===== src/rtl/bcd_count_0to19_pkg.sv =====
// Shared types and helpers for the BCD 0..MAX counter and its button conditioning.
package bcd_counter_pkg;

    // Control states of the counter.
    typedef enum logic [1:0] {
        IDLE  = 2'd0,
        RUN   = 2'd1,
        PAUSE = 2'd2
    } state_t;

    // One decimal digit, always kept within 0..9.
    typedef logic [3:0] bcd_digit_t;

    localparam bcd_digit_t BCD_NINE = 4'd9;

    // Two-digit packed value as presented to the scan driver: tens in [7:4], ones in [3:0].
    typedef struct packed {
        bcd_digit_t tens;
        bcd_digit_t ones;
    } bcd_pair_t;

    localparam bcd_pair_t BCD_ZERO = '0;

    // Converts a binary value (0..99) into its two-digit BCD form; used to build the terminal value.
    function automatic bcd_pair_t bin_to_bcd_pair(input int unsigned value);
        bcd_pair_t r;
        r.tens = bcd_digit_t'((value / 10) % 10);
        r.ones = bcd_digit_t'(value % 10);
        return r;
    endfunction

    // Decimal increment of a two-digit BCD value; 99 rolls to 00.
    function automatic bcd_pair_t bcd_pair_incr(input bcd_pair_t p);
        bcd_pair_t r;
        r = p;
        if (p.ones == BCD_NINE) begin
            r.ones = '0;
            if (p.tens == BCD_NINE) begin
                r.tens = '0;
            end else begin
                r.tens = p.tens + 4'd1;
            end
        end else begin
            r.ones = p.ones + 4'd1;
        end
        return r;
    endfunction

endpackage


===== src/rtl/bcd_count_0to19_btn_debounce.sv =====
// Raw push-button conditioning: 2-FF synchroniser, stability counter and a
// one-cycle press strobe on the accepted 0->1 edge of the debounced level.
module btn_debounce
    import bcd_counter_pkg::*;
#(
    parameter int unsigned DEB_CYCLES = 20_000
) (
    input  logic clk,
    input  logic rst_n,
    input  logic i_btn,
    output logic o_press
);

    // Counter only has to reach DEB_CYCLES-1; acceptance happens on that sample.
    localparam int unsigned CNT_W = (DEB_CYCLES > 1) ? $clog2(DEB_CYCLES) : 1;
    localparam logic [CNT_W-1:0] CNT_LAST = CNT_W'(DEB_CYCLES - 1);

    logic             r_sync1;
    logic             r_sync2;
    logic             r_level;
    logic             r_press;
    logic [CNT_W-1:0] r_cnt;

    logic w_differ;
    logic w_accept;

    assign w_differ = r_sync2 ^ r_level;
    assign w_accept = w_differ && (r_cnt == CNT_LAST);

    // Two-stage synchroniser for the asynchronous button input.
    always_ff @(posedge clk or negedge rst_n) begin
        if (!rst_n) begin
            r_sync1 <= 1'b0;
            r_sync2 <= 1'b0;
        end else begin
            r_sync1 <= i_btn;
            r_sync2 <= r_sync1;
        end
    end

    // Counts consecutive samples disagreeing with the debounced level; any agreement restarts it.
    always_ff @(posedge clk or negedge rst_n) begin
        if (!rst_n) begin
            r_cnt <= '0;
        end else if (!w_differ || w_accept) begin
            r_cnt <= '0;
        end else begin
            r_cnt <= r_cnt + CNT_W'(1);
        end
    end

    // Accepts the new level after DEB_CYCLES disagreeing samples and strobes on an accepted rise.
    always_ff @(posedge clk or negedge rst_n) begin
        if (!rst_n) begin
            r_level <= 1'b0;
            r_press <= 1'b0;
        end else begin
            if (w_accept) begin
                r_level <= r_sync2;
            end
            r_press <= w_accept && r_sync2;
        end
    end

    assign o_press = r_press;

endmodule


===== src/rtl/bcd_count_0to19.sv =====
// Two-digit BCD counter (00..MAX_COUNT) advanced by a prescaled tick, with
// debounced run/pause and clear buttons. Output feeds the seven-segment scan driver.
module bcd_count_0to19
    import bcd_counter_pkg::*;
#(
    parameter int unsigned TICK_DIV   = 1_000_000,
    parameter int unsigned DEB_CYCLES = 20_000,
    parameter int unsigned MAX_COUNT  = 19
) (
    input  logic       clk,
    input  logic       rst_n,
    input  logic       btn_run,
    input  logic       btn_clr,
    output logic [7:0] bcd_num,
    output logic       running,
    output logic       wrap_pulse
);

    localparam int unsigned PRE_W = (TICK_DIV > 1) ? $clog2(TICK_DIV) : 1;
    localparam logic [PRE_W-1:0] PRE_LAST = PRE_W'(TICK_DIV - 1);
    localparam bcd_pair_t MAX_BCD = bin_to_bcd_pair(MAX_COUNT);

    state_t           r_state;
    state_t           w_state_nxt;
    logic [PRE_W-1:0] r_presc;
    bcd_pair_t        r_count;
    logic             r_running;
    logic             r_wrap;

    logic w_run_press;
    logic w_clr_press;
    logic w_tick;
    logic w_at_max;

    btn_debounce #(
        .DEB_CYCLES(DEB_CYCLES)
    ) u_run_deb (
        .clk    (clk),
        .rst_n  (rst_n),
        .i_btn  (btn_run),
        .o_press(w_run_press)
    );

    btn_debounce #(
        .DEB_CYCLES(DEB_CYCLES)
    ) u_clr_deb (
        .clk    (clk),
        .rst_n  (rst_n),
        .i_btn  (btn_clr),
        .o_press(w_clr_press)
    );

    assign w_tick   = (r_state == RUN) && (r_presc == PRE_LAST);
    assign w_at_max = (r_count == MAX_BCD);

    // Next-state: clear dominates; run press toggles between RUN and PAUSE, starts from IDLE.
    always_comb begin
        w_state_nxt = r_state;
        if (w_clr_press) begin
            w_state_nxt = IDLE;
        end else if (w_run_press) begin
            unique case (r_state)
                IDLE:    w_state_nxt = RUN;
                RUN:     w_state_nxt = PAUSE;
                PAUSE:   w_state_nxt = RUN;
                default: w_state_nxt = IDLE;
            endcase
        end
    end

    // State register; running is registered alongside so it tracks the state exactly.
    always_ff @(posedge clk or negedge rst_n) begin
        if (!rst_n) begin
            r_state   <= IDLE;
            r_running <= 1'b0;
        end else begin
            r_state   <= w_state_nxt;
            r_running <= (w_state_nxt == RUN);
        end
    end

    // Prescaler: advances only in RUN, frozen in PAUSE, forced to zero in IDLE or on clear.
    always_ff @(posedge clk or negedge rst_n) begin
        if (!rst_n) begin
            r_presc <= '0;
        end else if (w_clr_press || (r_state == IDLE)) begin
            r_presc <= '0;
        end else if (r_state == RUN) begin
            if (w_tick) begin
                r_presc <= '0;
            end else begin
                r_presc <= r_presc + PRE_W'(1);
            end
        end
    end

    // Count update on tick with wrap at MAX_COUNT; clear overrides a coincident tick and its wrap.
    always_ff @(posedge clk or negedge rst_n) begin
        if (!rst_n) begin
            r_count <= BCD_ZERO;
            r_wrap  <= 1'b0;
        end else if (w_clr_press) begin
            r_count <= BCD_ZERO;
            r_wrap  <= 1'b0;
        end else if (w_tick) begin
            if (w_at_max) begin
                r_count <= BCD_ZERO;
                r_wrap  <= 1'b1;
            end else begin
                r_count <= bcd_pair_incr(r_count);
                r_wrap  <= 1'b0;
            end
        end else begin
            r_wrap <= 1'b0;
        end
    end

    assign bcd_num    = r_count;
    assign running    = r_running;
    assign wrap_pulse = r_wrap;

endmodule


===== config.mk =====
export PLATFORM = sky130hd
export DESIGN_NAME = bcd_count_0to19
export DESIGN_NICKNAME = d
export VERILOG_FILES = /design/src/rtl/bcd_count_0to19_pkg.sv /design/src/rtl/bcd_count_0to19_btn_debounce.sv /design/src/rtl/bcd_count_0to19.sv
export SDC_FILE = /design/constraint.sdc
export NUM_CORES = 1
export LEC_CHECK = 0
export ABC_AREA = 1
export ABC_CLOCK_PERIOD_IN_PS = 1500
export CAP_MARGIN = 0
export CORE_MARGIN = 3
export CORE_UTILIZATION = 40
export CTS_CLUSTER_SIZE = 25
export DETAILED_ROUTE_END_ITERATION = 12
export PLACE_DENSITY = 0.56
export SETUP_SLACK_MARGIN = 0.1
export SYNTH_ARGS = -nofsm -noshare
export SYNTH_HDL_FRONTEND = slang
export SYNTH_HIERARCHICAL = 1
export SYNTH_SLANG_ARGS = --single-unit

===== constraint.sdc =====
create_clock -name clk -period 1.5 [get_ports clk]
set_input_delay 0.45 -clock clk [delete_from_list [all_inputs] [get_ports clk]]
set_output_delay 0.45 -clock clk [all_outputs]
set_load 0.02 [all_outputs]

==> qor.txt <==
commonest non-fill, non-tap cell in the layout - nand2_1
TritonCTS Buffers - 9
asr flop ratio synth - 100%
Pleak - 2.17 nW
Root Driver - clkbuf_8
cell area after placement - 0.00454 mm²
Power Dens Cells - 717 mW/mm²
largest net degree at the start of global routing - 21
highest attainable clock frequency - 698 MHz
Worst-Margin Slew - 404 ps
Synth top area share - 42.7%
IO Port Bufs - 13
# IOs - 14
CP required - 1780 ps
CTS Buffer Depth - 2
CP Launch Point - r_presc[1]$_DFFE_PN0P_
Total Wirelength - 9230 µm
Crit. End Element - flop
EDFF count, synth - 0
CORE AREA - 0.00986 mm²
fraction of layout cells with a size suffix above 1 - 26.3%
grt ovf - 0
Final #Nets - 606
CP Max Fanout - 5
worst vdd ir - 0.378 mV
Final period util - 95.5%
Overall Global Routing Usage - 16.9%
first-pass GRT wire length - 15,700 µm
Synth warnings - 6
Die Ht - 107 µm
Die ar. - 0.0115 mm²
gpl congestion - 0.827
Cells after Synth - 539
Critical R2R Capture - r_presc[18]$_DFFE_PN0P_
Max-slew headroom - 73.0%
Yosys cell types - 33
MaxCap Viol Count - 0
Final Slew Violations - 0
final instance area - 0.00505 mm²
diodes inserted - 0
# fillers - 936
CTS tree - done
crit path time final - 1430 ps
Avg Cell Area, Syn - 7.60 µm²
WL/cell - 12.6 µm
Synth Net Count - 550
multi-input logic area - 0.00229 mm²
worst-case reg-to-reg path depth - 9
CTS clock-pin slew for the worst setup and hold paths - 80 ps
Reg area - 0.00176 mm²
Layout area overhead - 23.2%
commonest non-fill, non-tap cells in the layout - nand2_1, nor2_1, dfrtp_1
number of remaining DRC errors - 0
Initial Utilization - 41.5%
R2R Setup Slk - 70 ps
vias - 3,530
RSZ-0062 raised after global routing - yes
initial antenna violation count - 0
number of cell rows - 36
Worst Clk Skew - 10.8 ps
setup total negative slack - 0 ps
CTS HTree Levels - 3
synthesized flop and latch total - 70
R2R Path Start - r_presc[1]$_DFFE_PN0P_
Worst setup endpoint - r_presc[18]$_DFFE_PN0P_
Vias/cell - 4.82
Setup-failing EPs final - 0
Primary FF master, synth - dfrtp_1
Tot Pwr - 0.00362 W
Hold WC Path Type - flop to flop
Skew-Pair Late Insertion Delay - 350 ps
status - completed
vias in the first global route - 3,493
synthesized cell area - 0.00410 mm²
DP HPWL - 6390 µm
crit path DAT - 1710 ps
area leader, netlist - dfrtp_1
clk sinks - 70
TritonRoute pass-1 iters - 4
sequential fraction of the synthesis area - 42.7%
Final Hold Fails - 0
Synth area leaders - dfrtp_1, nand2_1, nor2_1, nand3_1, inv_1
element type at the critical path start - flop
Antenna Violating Nets Remaining - 0
die width - 107 µm
CP Class - flop to flop
Iter 0 DRT Violations - 162
-- synth_stat cells, drive strengths merged, types with 3 or more instances --
library cell,count
nand2,142
o21bai,3
nand4,21
buf,6
nor3,10
ha,7
xnor2,3
a21oi,6
inv,61
o21ai,10
nor2,121
nand3,54
xor2,19
dfrtp,70
-- what timing repair did --
item / CTS / global route
hold buffers: 1 / 0
pin swaps: 4 / 12
setup buffers: 2 / 5
resized for setup: 51 / 56
hold endpoints to repair: 13 / 0
gates cloned: 0 / 2
setup endpoints to repair: 45 / 54
-- flip-flops by register name (all words and copies together), names as in the netlist, 2 cells and up --
register         cells
bcd_num              8
u_clr_deb/r_cnt     15
r_presc             20
u_run_deb/r_cnt     15
r_state              2
-- metal layers --
layer	up-vias	share of wire (%)	global-route usage (%)
li1	1821	-	-
met1	1643	45	21.2
met4	0	0.95	5.30
met5	-	0	0
met2	56	51	29.0
met3	10	3.4	3.55
-- power by group --
part | switching [W] | internal [W] | total (W)
Sequential | 0.0000188 | 0.00190 | 0.00192
Clock | 0.000800 | 0.000774 | 0.00157
Combinational | 0.0000781 | 0.0000457 | 0.000124
-- cells by family after synthesis --
kind of cell,after synthesis,synth area share (%)
mux,1,0.244
fa+ha+maj,7,2.14
simple gates,352,39.8
compound gates,20,2.87
buf+inv,67,7.48
flops,70,42.7
xor+xnor,22,4.70
-- worst max-delay path, cell delays in order (launching register included) --
cell      delay (ps)
dfrtp_1          410
ha_4             180
nand2_1           70
nor2_2           150
nand2_2          130
nor2_2           140
nand2_1           70
nand2_1           50
nand2_1           50
o21bai_1         120
-- metrics by stage --
| stage | utilization, % | std cells | hold WS (ps) | worst slack (ps) |
|---|---|---|---|---|
| 5_1_grt | 51.2 | 733 | 362 | -24.2 |
| 3_3_place_gp | 46.0 | 707 | 335 | 44.9 |
| 3_5_place_dp | 46.0 | 707 | 335 | -14.9 |
| 6_report | 51.2 | 733 | 351 | 67.8 |
| 2_1_floorplan | - | 539 | 154 | 106 |
| 4_1_cts | 48.4 | 726 | 353 | 69.5 |
-- how the worst min path moves through the flow --
| stage | slack, ps | to | startpoint | cells after the start |
|---|---|---|---|---|
| finish | 350 | u_clr_deb/r_sync2$_DFF_PN0_ | u_clr_deb/r_sync1$_DFF_PN0_ | 0 |
| detailed placement | 330 | u_clr_deb/r_sync2$_DFF_PN0_ | u_clr_deb/r_sync1$_DFF_PN0_ | 0 |
| CTS | 350 | u_clr_deb/r_sync2$_DFF_PN0_ | u_clr_deb/r_sync1$_DFF_PN0_ | 0 |
| global placement | 330 | u_run_deb/r_sync2$_DFF_PN0_ | u_run_deb/r_sync1$_DFF_PN0_ | 0 |
| global route | 360 | u_clr_deb/r_sync2$_DFF_PN0_ | u_clr_deb/r_sync1$_DFF_PN0_ | 0 |
| floorplan | 150 | bcd_num[0]$_DFFE_PN0P_ | rst_n | 0 |
-- final cells by class --
cell class,instances,share of cell area [%]
Inverter,61,4.69
Clock buffer,9,2.45
Sequential cell,70,34.8
Multi-Input combinational cell,404,45.4
Tap cell,133,3.30
Clock inverter,7,1.46
Timing Repair Buffer,49,7.91
No activity file was read; power rests on OpenSTA's default activity.
